## src/rtl/rv_pkg.sv

```systemverilog
// Shared RV32 pipeline definitions: branch opcode/funct3 codes and the branch FIFO entry.
// Latency: n/a (types and constants only).
// Backpressure: n/a.
package rv_pkg;

  localparam int RV_XLEN = 32;

  localparam logic [6:0] OPC_BRANCH = 7'b1100011;
  localparam logic [2:0] F3_BEQ     = 3'b000;
  localparam logic [2:0] F3_BNE     = 3'b001;

  // One in-flight conditional branch, captured in ID and consumed in EX.
  typedef struct packed {
    logic               predicted;
    logic [RV_XLEN-1:0] pc;
    logic [RV_XLEN-1:0] target;
  } br_entry_t;

endpackage

```

## src/rtl/branch_fifo.sv

```systemverilog
// Generic circular FIFO with push/pop/clear and full/empty/count status.
// Latency: an entry written at edge N is visible on rdata from edge N (readable by a pop at N+1).
// Backpressure: push while full is ignored unless a pop happens in the same cycle; clear wins over both.
module branch_fifo #(
  parameter int DEPTH = 4,
  parameter int W     = 65
) (
  input  logic                   clk,
  input  logic                   reset,
  input  logic                   push,
  input  logic                   pop,
  input  logic                   clear,
  input  logic [W-1:0]           wdata,
  output logic [W-1:0]           rdata,
  output logic                   full,
  output logic                   empty,
  output logic [$clog2(DEPTH):0] count
);

  localparam int AW = $clog2(DEPTH);
  localparam logic [AW:0] FULL_CNT = (AW+1)'(DEPTH);

  logic [W-1:0]  mem_q [DEPTH];
  logic [AW-1:0] wptr_q, wptr_d;
  logic [AW-1:0] rptr_q, rptr_d;
  logic [AW:0]   count_q, count_d;
  logic          do_push, do_pop;

  assign full    = (count_q == FULL_CNT);
  assign empty   = (count_q == '0);
  assign count   = count_q;
  assign rdata   = mem_q[rptr_q];
  // A full FIFO still accepts a push when the head leaves in the same cycle.
  assign do_push = push && (!full || pop) && !clear;
  assign do_pop  = pop && !empty && !clear;

  // Next pointer/count: clear empties the FIFO, otherwise advance on accepted push/pop.
  always_comb begin
    wptr_d  = wptr_q;
    rptr_d  = rptr_q;
    count_d = count_q;
    if (clear) begin
      wptr_d  = '0;
      rptr_d  = '0;
      count_d = '0;
    end else begin
      if (do_push) wptr_d = wptr_q + AW'(1);
      if (do_pop)  rptr_d = rptr_q + AW'(1);
      count_d = count_q + (AW+1)'(do_push) - (AW+1)'(do_pop);
    end
  end

  // Pointer and occupancy registers.
  always_ff @(posedge clk or posedge reset) begin
    if (reset) begin
      wptr_q  <= '0;
      rptr_q  <= '0;
      count_q <= '0;
    end else begin
      wptr_q  <= wptr_d;
      rptr_q  <= rptr_d;
      count_q <= count_d;
    end
  end

  // Entry storage; contents are only meaningful below count, so no reset.
  always_ff @(posedge clk) begin
    if (do_push) mem_q[wptr_q] <= wdata;
  end

endmodule

```

## src/rtl/branch_resolve_unit.sv

```systemverilog
// EX-stage beq/bne resolution against predictions queued in ID; drives mispredict/flush/redirect.
// Latency: 1 cycle from EX resolve to registered outputs. Optional stats counters under BRU_STATS_EN.
// Backpressure: stall while the in-flight FIFO is full; a mispredict discards the FIFO and same-cycle push.
module branch_resolve_unit
  import rv_pkg::*;
#(
  parameter int XLEN  = RV_XLEN,  // must match RV_XLEN, the entry type is sized from it
  parameter int DEPTH = 4
) (
  input  logic            clk,
  input  logic            reset,
  input  logic            id_valid,
  input  logic [6:0]      id_opcode,
  input  logic [XLEN-1:0] id_pc,
  input  logic [XLEN-1:0] id_target,
  input  logic            id_predicted,
  input  logic            ex_valid,
  input  logic [6:0]      ex_opcode,
  input  logic [2:0]      ex_funct3,
  input  logic [XLEN-1:0] ex_rs1,
  input  logic [XLEN-1:0] ex_rs2,
  output logic            wrong_prediction,
  output logic            flush,
  output logic            redirect_valid,
  output logic [XLEN-1:0] redirect_pc,
  output logic            stall,
  output logic            err_overflow,
  output logic            err_underflow,
  output logic [31:0]     stat_branches,
  output logic [31:0]     stat_mispredicts
);

  localparam int EW = $bits(br_entry_t);

  br_entry_t              push_entry, fifo_head, head;
  logic [EW-1:0]          fifo_rdata;
  logic                   fifo_full, fifo_empty;
  logic [$clog2(DEPTH):0] fifo_count;
  logic                   id_push, ex_resolve, actual_taken, mispredict;
  logic                   mispredict_q;
  logic [XLEN-1:0]        redirect_pc_d, redirect_pc_q;
  logic                   err_overflow_q, err_underflow_q;

  assign id_push    = id_valid && (id_opcode == OPC_BRANCH);
  assign ex_resolve = ex_valid && (ex_opcode == OPC_BRANCH) &&
                      ((ex_funct3 == F3_BEQ) || (ex_funct3 == F3_BNE));
  assign fifo_head  = br_entry_t'(fifo_rdata);

  // Build the pushed entry, evaluate the branch and pick the corrected PC.
  always_comb begin
    push_entry           = '0;
    push_entry.predicted = id_predicted;
    push_entry.pc        = id_pc;
    push_entry.target    = id_target;
    // Resolving with nothing queued behaves as a not-taken prediction at PC 0.
    head                 = fifo_empty ? '0 : fifo_head;
    actual_taken         = (ex_funct3 == F3_BEQ) ? (ex_rs1 == ex_rs2) : (ex_rs1 != ex_rs2);
    mispredict           = ex_resolve && (actual_taken != head.predicted);
    redirect_pc_d        = '0;
    if (mispredict) redirect_pc_d = actual_taken ? head.target : head.pc + XLEN'(4);
  end

  branch_fifo #(
    .DEPTH (DEPTH),
    .W     (EW)
  ) u_fifo (
    .clk   (clk),
    .reset (reset),
    .push  (id_push),
    .pop   (ex_resolve),
    .clear (mispredict),
    .wdata (push_entry),
    .rdata (fifo_rdata),
    .full  (fifo_full),
    .empty (fifo_empty),
    .count (fifo_count)
  );

  // Registered resolve outputs and sticky protocol-error flags.
  always_ff @(posedge clk or posedge reset) begin
    if (reset) begin
      mispredict_q    <= 1'b0;
      redirect_pc_q   <= '0;
      err_overflow_q  <= 1'b0;
      err_underflow_q <= 1'b0;
    end else begin
      mispredict_q    <= mispredict;
      redirect_pc_q   <= redirect_pc_d;
      err_overflow_q  <= err_overflow_q | (id_push && fifo_full && !ex_resolve);
      err_underflow_q <= err_underflow_q | (ex_resolve && fifo_empty);
    end
  end

  assign wrong_prediction = mispredict_q;
  assign flush            = mispredict_q;
  assign redirect_valid   = mispredict_q;
  assign redirect_pc      = redirect_pc_q;
  assign stall            = fifo_full;
  assign err_overflow     = err_overflow_q;
  assign err_underflow    = err_underflow_q;

`ifdef BRU_STATS_EN
  logic [31:0] stat_br_q, stat_br_d, stat_mp_q, stat_mp_d;

  // Saturating resolve/mispredict counters.
  always_comb begin
    stat_br_d = stat_br_q;
    stat_mp_d = stat_mp_q;
    if (ex_resolve && (stat_br_q != '1)) stat_br_d = stat_br_q + 32'd1;
    if (mispredict && (stat_mp_q != '1)) stat_mp_d = stat_mp_q + 32'd1;
  end

  // Statistics registers.
  always_ff @(posedge clk or posedge reset) begin
    if (reset) begin
      stat_br_q <= '0;
      stat_mp_q <= '0;
    end else begin
      stat_br_q <= stat_br_d;
      stat_mp_q <= stat_mp_d;
    end
  end

  assign stat_branches    = stat_br_q;
  assign stat_mispredicts = stat_mp_q;
`else
  assign stat_branches    = '0;
  assign stat_mispredicts = '0;
`endif

endmodule

```

## config.mk

```make
export PLATFORM = sky130hd
export DESIGN_NAME = branch_resolve_unit
export DESIGN_NICKNAME = d
export VERILOG_FILES = /design/src/rtl/rv_pkg.sv /design/src/rtl/branch_fifo.sv /design/src/rtl/branch_resolve_unit.sv
export SDC_FILE = /design/constraint.sdc
export NUM_CORES = 1
export LEC_CHECK = 0
export ABC_CLOCK_PERIOD_IN_PS = 4500
export CORE_ASPECT_RATIO = 2
export CORE_UTILIZATION = 26
export DETAILED_ROUTE_END_ITERATION = 16
export PLACE_DENSITY = 0.5
export RECOVER_POWER = 25
export REMOVE_ABC_BUFFERS = 1
export SYNTH_ARGS = -nofsm -noshare
export SYNTH_HDL_FRONTEND = slang
export SYNTH_HIERARCHICAL = 1
export SYNTH_SLANG_ARGS = --single-unit
```

## constraint.sdc

```tcl
create_clock -name clk -period 4.5 [get_ports clk]
set_clock_uncertainty 0.2 [all_clocks]
set_input_delay 0.45 -clock clk [delete_from_list [all_inputs] [get_ports clk]]
set_output_delay 0.45 -clock clk [all_outputs]
set_load 0.05 [all_outputs]
```

==> flow_metrics.py, run 1 <==
metrics = {
    "run_status": {
        "run_status": "completed",
    },
    "floorplanning": {
        "die_y_microns": 319,
        "die_x_microns": 160,
        "die-area_sq_um": 51100,
        "rows": 115,
        "ios": 252,
        "core_area_sq_um": 49400,
        "start_util_pct": 26.4,
    },
    "routing": {
        "wl_per_cell_microns": 19.8,
        "wirelength_microns": 32300,
        "drcViolationCount": 0,
        "vias": 7014,
        "postRouteAntennaNets": 0,
        "dr.first_iter.drc_count": 199,
        "vias_per_cell": 4.31,
        "first_pass_iters": 4,
    },
    "power_and_ir_drop": {
        "swShare_pct": 23.2,
        "ir_drop_mv": 0.250,
        "seqPwrFrac_pct": 52.5,
        "internal-power_mw": 4.50,
        "p_total_mw": 5.86,
        "pwr-share-comb_pct": 9.6,
        "p_per_area_nw_per_um2": 356,
        "clockPowerShare_pct": 38.0,
        "p_switching_mw": 1.36,
        "cellLeakagePower_nw": 5.62,
    },
    "clock_network": {
        "worstSkewPairLatency_ns": 0.56,
        "cts-htree-levels": 1,
        "cts_tree": "done",
        "cts_root_buffer": "clkbuf_16",
        "path_clk_slew_ns": 0.07,
        "cts-hold-fix-buffers": 1,
        "clockBufferDepth": 3,
        "clock_sinks": 302,
        "post_cts_resized": 0,
        "numCtsBuffers": 27,
        "postCtsSetupBuffers": 0,
    },
    "global_route": {
        "grt_pass1_wl_microns": 48400,
        "antenna_found_initial": 7,
        "grt_max_degree": 66,
        "grt_pass1_vias": 7710,
        "track_usage_pct": 12.8,
        "overflow": 0,
    },
    "critical_path": {
        "reg2reg_from": "u_fifo/rptr_q[0]$_DFFE_PP0P_",
        "crit_path_end_kind": "flip-flop",
        "cp-startpoint": "u_fifo/rptr_q[0]$_DFFE_PP0P_",
        "cp.required_ns": 4.75,
        "r2r-end": "u_fifo/count[2]$_DFF_PP0_",
        "cp-endpoint": "u_fifo/count[2]$_DFF_PP0_",
        "ff2ff_setup_slack_ns": 0.82,
        "ff2ff_path_depth": 13,
        "arrival_ns": 3.94,
        "cp_max_fo": 18,
        "start_kind": "flip-flop",
        "crit_type": "reg2reg",
    },
    "cells_and_area": {
        "fin_cells": 1627,
        "nets": 1121,
        "design_area_sq_um": 16400,
        "drive_gt1_share_pct": 15.9,
        "num-fill-cells": 4731,
        "mostFrequentLayoutCell": "edfxtp_1",
        "syn2layout_area_growth_pct": 26.1,
        "layout_common_cells": "260 x edfxtp_1, 145 x clkdlybuf4s50_1, 65 x mux4_2, 64 x conb_1, 62 x nand2_1",
        "antenna_cells": 0,
    },
    "yosys": {
        "seq_area_frac_synth_pct": 67.9,
        "yosysUniqueCellTypes": 51,
        "yosys_warnings": 6,
        "ys.flop_type": "edfxtp_1",
        "syn-cell-area_sq_um": 13000,
        "synthCells": 749,
        "ys_ff_latch": 302,
        "ys_async_sr_fraction_pct": 13.9,
        "avgSynthCellArea_sq_um": 17.4,
        "synth_edf_count": 260,
    },
    "timing": {
        "hold_violations": 0,
        "max_clock_freq_mhz": 271,
        "drv_slew": 0,
        "setup_viol": 0,
        "finalCriticalPeriod_ns": 3.68,
        "max_slew_margin_pct": 33.2,
        "fin_crit_sh_pct": 81.9,
        "tightest_slew_ns": 1.00,
        "hold_slack_ns": 0.292,
        "rsz0062_at_grt": "no",
        "fin_ws_ns": 0.815,
    },
    "place": {
        "placed_cell_area_sq_um": 15600,
        "dp_cells": 1576,
        "dp.final_hpwl_microns": 22200,
        "gp_congestion": 0.737,
        "port_buffers": 187,
        "place_ws_ns": 0.302,
    },
    "min_path": {
        "min_path_type": "reg2reg",
        "hp-start": "err_underflow$_DFF_PP0_",
    },
    "job": {
        "drv_cap": 0,
    },
}
-- how the worst min path moves through the flow --
| stage | to | slack, ns | cells after the start |
|---|---|---|---|
| global route | err_underflow$_DFF_PP0_ | 0.32 | 1 |
| finish | err_underflow$_DFF_PP0_ | 0.29 | 1 |
| floorplan | u_fifo/count[0]$_DFF_PP0_ | 0.05 | 1 |
| detailed placement | err_underflow$_DFF_PP0_ | 0.27 | 1 |
| global placement | err_underflow$_DFF_PP0_ | 0.25 | 1 |
| CTS | err_underflow$_DFF_PP0_ | 0.29 | 1 |
-- kinds of logic after synthesis --
group	synth area share, %
buffers and inverters	5.71
muxes	13.5
other	0.0287
xor gates and xnor gates	4.13
and+or+nand+nor	6.77
adders and majority gates	0.825
DFF	67.9
AOI/OAI and AO/OA	1.11
-- critical path: stages, from the launching register on --
cell and delay [ns]:
dfrtp_4 0.66, mux4_2 0.69, nand2b_1 0.21, xnor3_1 0.41
nor2_1 0.20, nor3b_1 0.10, inv_1 0.07, ha_1 0.21
inv_1 0.05, ha_1 0.12, inv_1 0.04, fa_1 0.37
xnor2_1 0.17, nor2_1 0.05
-- power groups by stage --
stage	Combinational, mW	Sequential [mW]	Clock, mW
3_5_place_dp	0.579	3.13	0
3_3_place_gp	0.573	3.13	0
2_1_floorplan	0.309	3.14	0
5_1_grt	0.607	3.07	2.40
6_report	0.561	3.07	2.22
4_1_cts	0.582	3.07	2.30
-- flip-flops by register name, indices dropped and copies added (netlist names) --
register       flops
flush              1
err_overflow       1
redirect_pc       32
u_fifo/rptr_q      2
u_fifo/wptr_q      2
u_fifo/mem_q     260
err_underflow      1
u_fifo/count       3
-- metrics by stage --
| stage | util, % | setup TNS, ns |
|---|---|---|
| 5_1_grt | 33.3 | 0 |
| 6_report | 33.3 | 0 |
| 3_5_place_dp | 31.6 | 0 |
| 3_3_place_gp | 31.6 | 0 |
| 4_1_cts | 33.3 | 0 |
| 2_1_floorplan | - | -518.35 |
-- area by class of cell --
cell class	instances	area (sq um)	share of cell area, %
clock buffers	37	744	4.53
repair buffers	214	2200	13.4
flip-flops and latches	302	8860	53.9
well taps	643	805	4.89
multi-input cells	408	3700	22.5
inverters	10	37.5	0.228
clock inverters	13	91.3	0.555
-- synth_stat cells, drive strengths merged (9+ instances only) --
cell type,number,share of area (%)
buf,84,5.2
dfrtp,42,8.1
nor2b,10,0.48
nor2,13,0.43
nand4,15,0.72
nor4,13,0.72
xor2,40,2.7
nor3,9,0.46
edfxtp,260,60
nand2,62,1.8
xnor2,19,1.3
inv,10,0.29
mux4,65,11
mux2i,29,2.2
-- layer usage --
| metal | global-route usage (%) | vias up | wire length (microns) |
|---|---|---|---|
| met5 | 0 | - | 17 |
| met4 | 3.92 | 2 | 737 |
| met3 | 1.74 | 45 | 1230 |
| met2 | 25.6 | 213 | 18600 |
| met1 | 13.4 | 3586 | 11700 |
| li1 | - | 3168 | - |
No activity file was read; power rests on OpenSTA's default activity.
==> inputs of run 2 (changes only) <==
--- a/config.mk
+++ b/config.mk
@@ -5,11 +5,11 @@
 export SDC_FILE = /design/constraint.sdc
 export NUM_CORES = 1
 export LEC_CHECK = 0
-export ABC_CLOCK_PERIOD_IN_PS = 4500
+export ABC_CLOCK_PERIOD_IN_PS = 3600
 export CORE_ASPECT_RATIO = 2
 export CORE_UTILIZATION = 26
 export DETAILED_ROUTE_END_ITERATION = 16
-export PLACE_DENSITY = 0.5
+export PLACE_DENSITY = 0.49
 export RECOVER_POWER = 25
 export REMOVE_ABC_BUFFERS = 1
 export SYNTH_ARGS = -nofsm -noshare
==> constraint.sdc (replaced) <==
create_clock -name clk -period 3.6 [get_ports clk]
set_clock_uncertainty 0.2 [all_clocks]
set_input_delay 0.36 -clock clk [delete_from_list [all_inputs] [get_ports clk]]
set_output_delay 0.36 -clock clk [all_outputs]
set_load 0.05 [all_outputs]
==> run 2 against run 1 <==
Against the previous run:
- final area up 2.0%
- final cell count grew 1.7%
- critical path depth unchanged
- clock-buffer cell count shrank 1
- die area unchanged
- sequential share of layout area is 1.1 points lower
- clock power is 31% higher
- worst setup slack got worse by 0.56 ns
- hold slack worse by 0.024 ns
- first-iteration DRC count increased by 18%
- routed wire length increased by 0.63%
==> flow_metrics.py, run 2 (synthesized netlist as in run 1, its figures left out) <==
metrics = {
    "timing": {
        "max_slew_margin_pct": 36.8,
        "rsz0062_at_grt": "no",
        "fin_crit_sh_pct": 93.0,
        "hold_violations": 0,
        "setup_viol": 0,
        "drv_slew": 0,
        "tightest_slew_ns": 0.946,
        "finalCriticalPeriod_ns": 3.35,
        "hold_slack_ns": 0.268,
        "max_clock_freq_mhz": 299,
    },
    "routing": {
        "vias_per_cell": 4.29,
        "first_pass_iters": 4,
        "wirelength_microns": 32500,
        "wl_per_cell_microns": 19.6,
        "vias": 7102,
        "postRouteAntennaNets": 0,
        "drcViolationCount": 0,
        "dr.first_iter.drc_count": 234,
    },
    "min_path": {
        "hp-start": "id_target[20]",
        "min_path_type": "in2reg",
    },
    "clock_network": {
        "numCtsBuffers": 27,
        "worstSkewPairLatency_ns": 0.55,
        "clockBufferDepth": 3,
        "clock_sinks": 302,
        "path_clk_slew_ns": 0.07,
        "cts_tree": "done",
        "cts_root_buffer": "clkbuf_16",
        "cts-htree-levels": 1,
    },
    "critical_path": {
        "slowest_stage": "mux4_2",
        "crit_type": "reg2reg",
        "cp-startpoint": "u_fifo/rptr_q[0]$_DFFE_PP0P_",
        "path_cells": "mux4_2, nand2b_1, xnor3_1, nor2_1, buf_4, nor2_1, ha_1, inv_1, ha_1, inv_1, fa_1, xnor2_1, nor2_1",
        "cpPeakStageDelay_ns": 0.51,
        "cp.required_ns": 3.84,
        "cp_max_fo": 3,
        "start_kind": "flip-flop",
        "arrival_ns": 3.59,
        "crit_family": "adder cells",
        "cp_num_buf_inv": 3,
        "path_common_cell": "nor2_1",
        "reg2reg_from": "u_fifo/rptr_q[0]$_DFFE_PP0P_",
        "crit_path_end_kind": "flip-flop",
    },
    "global_route": {
        "grt_max_degree": 45,
        "grt_pass1_wl_microns": 48500,
        "antenna_found_initial": 9,
        "overflow": 0,
        "grt_pass1_vias": 7615,
        "track_usage_pct": 12.8,
    },
    "place": {
        "gp_congestion": 0.740,
        "dp.final_hpwl_microns": 22700,
        "port_buffers": 187,
    },
    "cells_and_area": {
        "regArea_sq_um": 8860,
        "antenna_cells": 0,
        "multiInputGateArea_sq_um": 3700,
        "nets": 1149,
        "drive_gt1_share_pct": 18.2,
        "syn2layout_area_growth_pct": 28.6,
        "regMostFlops": "u_fifo/mem_q",
        "layout_common_cells": "260 x edfxtp_1, 146 x clkdlybuf4s50_1, 65 x mux4_2, 64 x conb_1, 62 x nand2_1",
        "largest_reg_flops": 260,
        "mostFrequentLayoutCell": "edfxtp_1",
        "num-fill-cells": 4724,
    },
    "power_and_ir_drop": {
        "cellLeakagePower_nw": 5.80,
        "p_per_area_nw_per_um2": 445,
        "seqPwrFrac_pct": 51.4,
        "p_switching_mw": 1.72,
        "p_total_mw": 7.47,
        "pwr-share-comb_pct": 9.6,
        "swShare_pct": 23.1,
        "internal-power_mw": 5.75,
        "ir_drop_mv": 0.316,
        "clockPowerShare_pct": 39.0,
    },
    "run_status": {
        "run_status": "completed",
    },
    "floorplanning": {
        "core_area_sq_um": 49400,
        "die-area_sq_um": 51100,
        "start_util_pct": 26.4,
        "ios": 252,
        "rows": 115,
        "die_y_microns": 319,
        "die_x_microns": 160,
    },
    "job": {
        "drv_cap": 0,
    },
}
[run 2: cell count changes in the layout (fill, tap and decap cells not counted)]
cell / previous run / this run
clkinv_4: 0 / 1
clkinv_2: 7 / 5
clkbuf_16: 27 / 28
buf_4: 16 / 38
clkdlybuf4s50_1: 145 / 146
bufinv_16: 1 / 2
clkbuf_1: 5 / 4
dlygate4sd3_1: 43 / 42
clkbuf_8: 2 / 3
inv_4: 1 / 2
clkbuf_4: 3 / 1
inv_6: 1 / 0
buf_12: 10 / 16
[run 2: final cells by class]
type                    count  share of cell area (%)
flip-flops and latches    302                    52.8
multi-input cells         408                    22.1
repair buffers            242                    14.8
well taps                 643                    4.79
clock buffers              36                    4.56
clock inverters            13                   0.701
inverters                  10                   0.224
[run 2: metal layers]
| metal | GRT usage (%) | vias to the layer above | part of all wire [%] |
|---|---|---|---|
| li1 | - | 3226 | - |
| met1 | 13.6 | 3613 | 36 |
| met2 | 25.5 | 201 | 58 |
| met3 | 1.94 | 54 | 3.9 |
| met4 | 3.68 | 8 | 2.1 |
| met5 | 0 | - | 0.14 |
[run 2: worst reg2reg max path, cell delays in order (launching register included)]
cell and delay [ns]:
dfrtp_4 0.44, mux4_2 0.51, nand2b_1 0.18, xnor3_1 0.42, nor2_1 0.17, buf_4 0.14, nor2_1 0.04, ha_1 0.30
inv_1 0.06, ha_1 0.13, inv_1 0.05, fa_1 0.38, xnor2_1 0.17, nor2_1 0.05
[run 2: path summary, 6_finish.rpt]
check / end / slack [ns] / depth (start not counted)
setup / recovery: u_fifo/count[2]$_DFF_PP0_ / 0.25 / 13
hold / removal: u_fifo/mem_q[1][20]$_DFFE_PP_ / 0.27 / 1
setup reg to reg: u_fifo/count[2]$_DFF_PP0_ / 0.25 / 13
hold reg to reg: err_overflow$_DFF_PP0_ / 0.28 / 1
max in group asynchronous: redirect_pc[0]$_DFF_PP0_ / 1.86 / 3
min in group asynchronous: u_fifo/count[2]$_DFF_PP0_ / 0.47 / 3
[run 2: repair_timing]
item | in CTS | in global routing
setup buffers | 0 | 0
setup endpoints to repair | 0 | 0
gates resized for setup | 0 | 0
hold buffers | 1 | 0
endpoints found under the hold margin | 7 | 0
[run 2: metrics by stage]
stage                     instance area [sq um]  util (%)  setup TNS (ns)  setup slack [ns]  cells
after CTS                                 16800      34.0               0             0.216   1654
after global routing                      16800      34.0               0            0.0738   1654
after detailed placement                  15900      32.2          -0.389            -0.246   1604
final                                     16800      34.0               0             0.253   1654
after global placement                    15900      32.2          -0.370            -0.225   1604
after floorplan                           12600         -         -788.15             -2.83    720
[run 2: power by group through the flow]
stage          clock network [mW]  logic, mW  registers, mW
5_1_grt                      3.12      0.777           3.84
4_1_cts                      3.01      0.744           3.84
2_1_floorplan                   0      0.386           3.92
3_3_place_gp                    0      0.733           3.91
3_5_place_dp                    0      0.742           3.91
6_report                     2.91      0.718           3.84
